--- src/rtl/load_store_unit.sv ---
// load_store_unit: runs LOAD/STORE accesses on a word-addressed req/ready bus and handles byte-lane steering and load extension.
// Define MISALIGN_SPLIT_EN to split word-crossing accesses into two bus transactions instead of rejecting them.
module load_store_unit #(
  parameter int unsigned WAIT_LIMIT = 256
) (
  input  logic        clk,
  input  logic        rst,
  input  logic        start,
  input  logic [6:0]  op_code,
  input  logic [2:0]  funct3,
  input  logic [31:0] address,
  input  logic [31:0] store_data,
  output logic        busy,
  output logic        done,
  output logic [31:0] load_value,
  output logic        misaligned,
  output logic        bus_timeout,
  output logic        mem_req,
  output logic        mem_we,
  output logic [31:0] mem_addr,
  output logic [31:0] mem_wdata,
  output logic [3:0]  mem_wstrb,
  input  logic        mem_ready,
  input  logic [31:0] mem_rdata
);

  localparam logic [6:0] OP_LOAD  = 7'b0000011;
  localparam logic [6:0] OP_STORE = 7'b0100011;

`ifdef MISALIGN_SPLIT_EN
  typedef enum logic [1:0] {IDLE, ACCESS, ACCESS2, RESP} state_t;
`else
  typedef enum logic [1:0] {IDLE, ACCESS, RESP} state_t;
`endif

  state_t state_q, state_d;

  logic        we_q, uns_q, mis_q, to_q;
  logic [1:0]  size_q, off_q;
  logic [31:0] word_addr_q, rdata_lo_q, load_value_q, wait_cnt;
  logic [7:0]  mask_q;
  logic [63:0] data_q;

  logic        is_load, is_store, legal, misal, second, timeout_hit;
  logic [1:0]  off, size;
  logic [3:0]  base_strb;
  logic [7:0]  mask_in;
  logic [63:0] lane_be, data_in, merged;

  assign off  = address[1:0];
  assign size = funct3[1:0];

  // Lane mask and data span 8 bytes so a word-crossing access splits into low/high words.
  always_comb begin
    is_load  = (op_code == OP_LOAD) && (funct3 != 3'd3) && (funct3 != 3'd6) && (funct3 != 3'd7);
    is_store = (op_code == OP_STORE) && (funct3 <= 3'd2);
    legal    = is_load || is_store;
    case (size)
      2'd0:    base_strb = 4'b0001;
      2'd1:    base_strb = 4'b0011;
      default: base_strb = 4'b1111;
    endcase
    mask_in = {4'b0000, base_strb} << off;
    lane_be = '0;
    for (int unsigned i = 0; i < 8; i++) lane_be[8*i +: 8] = {8{mask_in[i]}};
    data_in = ({32'b0, store_data} << {off, 3'b000}) & lane_be;
  end

`ifdef MISALIGN_SPLIT_EN
  logic cross;
  assign misal  = 1'b0;
  assign second = (state_q == ACCESS2);
  assign cross  = |mask_q[7:4];
`else
  assign misal  = ((size == 2'd1) && off[0]) || ((size == 2'd2) && (off != 2'd0));
  assign second = 1'b0;
`endif

  assign timeout_hit = (WAIT_LIMIT != 0) && !mem_ready && (wait_cnt == WAIT_LIMIT - 1);
  assign merged      = second ? {mem_rdata, rdata_lo_q} : {32'b0, mem_rdata};

  function automatic logic [31:0] extend(input logic [63:0] m, input logic [1:0] off_v,
                                         input logic [1:0] size_v, input logic uns);
    logic [31:0] raw;
    raw = 32'(m >> {off_v, 3'b000});
    case (size_v)
      2'd0:    extend = uns ? {24'b0, raw[7:0]}  : {{24{raw[7]}}, raw[7:0]};
      2'd1:    extend = uns ? {16'b0, raw[15:0]} : {{16{raw[15]}}, raw[15:0]};
      default: extend = raw;
    endcase
  endfunction

  always_ff @(posedge clk or posedge rst) begin
    if (rst) state_q <= IDLE;
    else     state_q <= state_d;
  end

  always_comb begin
    state_d = state_q;
    case (state_q)
      IDLE:    if (start) state_d = (legal && !misal) ? ACCESS : RESP;
`ifdef MISALIGN_SPLIT_EN
      ACCESS:  if (mem_ready) state_d = cross ? ACCESS2 : RESP;
               else if (timeout_hit) state_d = RESP;
      ACCESS2: if (mem_ready || timeout_hit) state_d = RESP;
`else
      ACCESS:  if (mem_ready || timeout_hit) state_d = RESP;
`endif
      RESP:    state_d = IDLE;
      default: state_d = IDLE;
    endcase
  end

  always_ff @(posedge clk or posedge rst) begin
    if (rst) begin
      we_q         <= 1'b0;
      uns_q        <= 1'b0;
      mis_q        <= 1'b0;
      to_q         <= 1'b0;
      size_q       <= '0;
      off_q        <= '0;
      word_addr_q  <= '0;
      rdata_lo_q   <= '0;
      load_value_q <= '0;
      wait_cnt     <= '0;
      mask_q       <= '0;
      data_q       <= '0;
    end else begin
      mis_q <= 1'b0;
      to_q  <= 1'b0;
      case (state_q)
        IDLE: if (start) begin
          we_q        <= is_store;
          uns_q       <= funct3[2];
          size_q      <= size;
          off_q       <= off;
          word_addr_q <= {address[31:2], 2'b00};
          mask_q      <= mask_in;
          data_q      <= is_store ? data_in : '0;
          wait_cnt    <= '0;
          if (!legal || misal) begin
            load_value_q <= '0;
            mis_q        <= legal;
          end
        end
        RESP: ;
        default: begin
          if (mem_ready) begin
            rdata_lo_q   <= mem_rdata;
            wait_cnt     <= '0;
            load_value_q <= we_q ? '0 : extend(merged, off_q, size_q, uns_q);
          end else if (timeout_hit) begin
            to_q         <= 1'b1;
            load_value_q <= '0;
          end else begin
            wait_cnt <= wait_cnt + 32'd1;
          end
        end
      endcase
    end
  end

  assign busy        = (state_q != IDLE);
  assign done        = (state_q == RESP);
  assign mem_req     = (state_q == ACCESS) || second;
  assign mem_we      = we_q && mem_req;
  assign mem_addr    = word_addr_q + (second ? 32'd4 : 32'd0);
  assign mem_wdata   = second ? data_q[63:32] : data_q[31:0];
  assign mem_wstrb   = mem_we ? (second ? mask_q[7:4] : mask_q[3:0]) : 4'b0000;
  assign load_value  = load_value_q;
  assign misaligned  = mis_q;
  assign bus_timeout = to_q;

endmodule

--- config.mk ---
export PLATFORM = sky130hd
export DESIGN_NAME = load_store_unit
export DESIGN_NICKNAME = d
export VERILOG_FILES = /design/src/rtl/load_store_unit.sv
export SDC_FILE = /design/constraint.sdc
export NUM_CORES = 1
export LEC_CHECK = 0
export ABC_CLOCK_PERIOD_IN_PS = 7200
export CAP_MARGIN = 10
export CORE_ASPECT_RATIO = 2
export CORE_MARGIN = 2
export CORE_UTILIZATION = 51
export DETAILED_ROUTE_END_ITERATION = 10
export HOLD_SLACK_MARGIN = 0.12
export PLACE_DENSITY_LB_ADDON = 0.1
export SLEW_MARGIN = 20
export SYNTH_ARGS = -nofsm -noshare
export SYNTH_HDL_FRONTEND = slang
export SYNTH_SLANG_ARGS = --single-unit
--- constraint.sdc ---
create_clock -name clk -period 7.2 [get_ports clk]
set_input_delay 0.72 -clock clk [delete_from_list [all_inputs] [get_ports clk]]
set_output_delay 0.72 -clock clk [all_outputs]
set_load 0.02 [all_outputs]
==> results.cfg <==
[drt]
drc = 0
route.detailed.wl_per_inst_um = 17.96
ant_nets = 0
drt_first_pass_iters = 5
vias = 6489
first_iter_violations = 338
vias_per_cell = 5.623
routed_wl_mm = 20.73

[synth]
synth-main-ff-cell = dfrtp_1
netlist_area_um2 = 7122
synth.distinct_cells = 56
yosysWarnings = 0
ys_async_sr_fraction_pct = 100.0
syn_area_per_cell_um2 = 9.346
ys_top_cells_by_area = dfrtp_1 (49%), nand2_1 (9.2%), mux2i_1 (4.8%)
synth-seq-cells = 140
synthCells = 762
yosysSeqAreaShare_pct = 49.19
synth_edf_count = 0
post-synth-top-area-fraction_pct = 49.19
synth_top_cell_by_area = dfrtp_1

[placement]
dp.cells = 1121
place.gp.congestion = 0.9533
numPortBuffers = 213
dp_hpwl_mm = 14.97

[min_path]
hp-class = flop to flop

[power_and_ir_drop]
p_per_area_nw_per_um2 = 220.5
leakage_uw = 0.004446
ir_drop_v = 0.0001709

[grt]
gr-usage-all-layers_pct = 28.05
grt.overflow.total = 0
grt_max_degree = 83
use_met1_pct = 31.14
met2_usage_pct = 50.23
grt_pass1_vias = 6715
busiest_layer = met2
grt_pass1_wl_mm = 32.82
grtUsageMet3_pct = 6.753
antenna_found_initial = 0

[setup_path]
r2r-start = wait_cnt[22]$_DFFE_PP0P_
r2r-end = load_value[8]$_DFFE_PP0P_
end_kind = output port
critPathMaxFanout = 10
ff2ff_setup_slack_ns = 4.49
critPathKind = flop to output port
r2r_cells = 6
start_kind = flop
critPathLaunch = state_q[0]$_DFFE_PP0P_
arrival_ns = 2.36
crit_end = mem_wstrb[3]
worstPathRequired_ns = 6.48

[clock_network]
hold_buffers = 0
cts-root-buf = clkbuf_16
numCtsBuffers = 17
clockBufferDepth = 2
cts_sinks = 140
cts_resized = 0
cts_tree = built
cts.reportedPaths.clkPinSlew_ns = 0.07
post_cts_buffers = 0
clk_latency_ns = 0.42
htreeDepth = 4

[layout]
final_cell_mix = clkdlybuf4s50_1 (213), nand2_1 (174), dfrtp_1 (140), o21ai_0 (50), nor2_1 (46)
multiInputGateArea_um2 = 3386
fill_cells = 1052
seq_area_um2 = 3503
final_common_cell = clkdlybuf4s50_1
antenna_cells = 0
nets = 1063
synthToLayoutAreaGrowth_pct = 40.07
fin_util_pct = 72.21
instances_no_fill = 1154
layout-drive-gt1-share_pct = 8.912

[sta]
period_share_pct = 42.84
worstMarginPinSlew_ns = 1.076
slew-limit-headroom_pct = 27.66
drv_slew = 0
fmax_ghz = 0.3242
fin_worst_skew_ns = 0.01095
fin_crit_ns = 3.084
timing.setup.tns_ns = 0
setup_viol = 0
hold_viol_final = 0
rsz0062_at_grt = no

[floorplan]
io_pins = 216
die_h_um = 171.1
die_width_um = 87.56
die-area_um2 = 14980
core-area_um2 = 13810
start_util_pct = 51.55
num_rows = 61

[run]
drv_cap = 0

[run_status]
run_status = finished, final reports clean
-- report_power, final --
group | internal (uW) | switching [uW] | leakage (uW)
Combinational | 195 | 211 | 0.00227
Sequential | 834 | 40.4 | 0.00188
Clock | 562 | 357 | 0.000299
-- how the worst min path moves through the flow --
stage | from | end | slack (ns) | depth (start not counted)
floorplan | mask_q[1]$_DFFE_PP0P_ | mask_q[1]$_DFFE_PP0P_ | 0.44 | 2
CTS | word_addr_q[8]$_DFFE_PP0P_ | word_addr_q[8]$_DFFE_PP0P_ | 0.48 | 2
global placement | mask_q[0]$_DFFE_PP0P_ | mask_q[0]$_DFFE_PP0P_ | 0.45 | 2
finish | data_q[17]$_DFFE_PP0P_ | data_q[17]$_DFFE_PP0P_ | 0.48 | 2
detailed placement | mask_q[2]$_DFFE_PP0P_ | mask_q[2]$_DFFE_PP0P_ | 0.46 | 2
global route | word_addr_q[19]$_DFFE_PP0P_ | word_addr_q[19]$_DFFE_PP0P_ | 0.51 | 2
-- routing by layer --
layer / part of all wire (%) / routed length (um)
met5: 0 / 0
met4: 3.4 / 701
met2: 54 / 11240
met1: 36 / 7537
met3: 6.0 / 1249
-- cell families after synthesis --
group | synth area share [%]
and+or+nand+nor | 22.33
other | 0.05266
xor gates and xnor gates | 1.845
buffers and inverters | 3.601
muxes | 9.996
DFF | 49.19
AOI/OAI and AO/OA | 12.81
adders and majority gates | 0.1757
-- critical path, cell delays in order, from the launching register on --
cell             delay, ns
dfrtp_1               0.57
nor2b_1               0.51
and3_1                0.22
clkdlybuf4s50_1       0.66
-- cell type report --
cell class                      instances  share of cell area (%)
Multi-Input combinational cell        565                   33.94
Tap cell                              189                   2.371
Sequential cell                       140                   35.12
Clock inverter                         14                   1.806
Timing Repair Buffer                  222                   22.09
Clock buffer                           18                   4.402
Inverter                                6                  0.2759
-- through the flow --
step	hold slack [ns]	setup slack [ns]	cell area [um2]	total power, uW
global route	0.5092	4.013	9976	2280
floorplan	0.4380	2.727	7126	1095
CTS	0.4810	4.118	9958	2211
finish	0.4811	4.116	9976	2200
detailed placement	0.4579	3.948	9339	1293
global placement	0.4521	3.987	9339	1282
-- Yosys cell counts (all sizes together) (14+ instances only) --
cell,number
nand2,175
dfrtp,140
o21ai,50
nor2,47
clkbuf,34
mux2i,34
mux2,33
a21oi,26
nor2b,21
buf,18
nand3,18
a211oi,15
nand4,14
-- state kept, by name, summed over array words and instances, names as in the netlist --
name,flops
word_addr_q,30
wait_cnt,32
bus_timeout,1
state_q,2
we_q,1
load_value,32
size_q,2
data_q,32
misaligned,1
uns_q,1
mask_q,4
off_q,2
No activity file was read; power rests on OpenSTA's default activity.
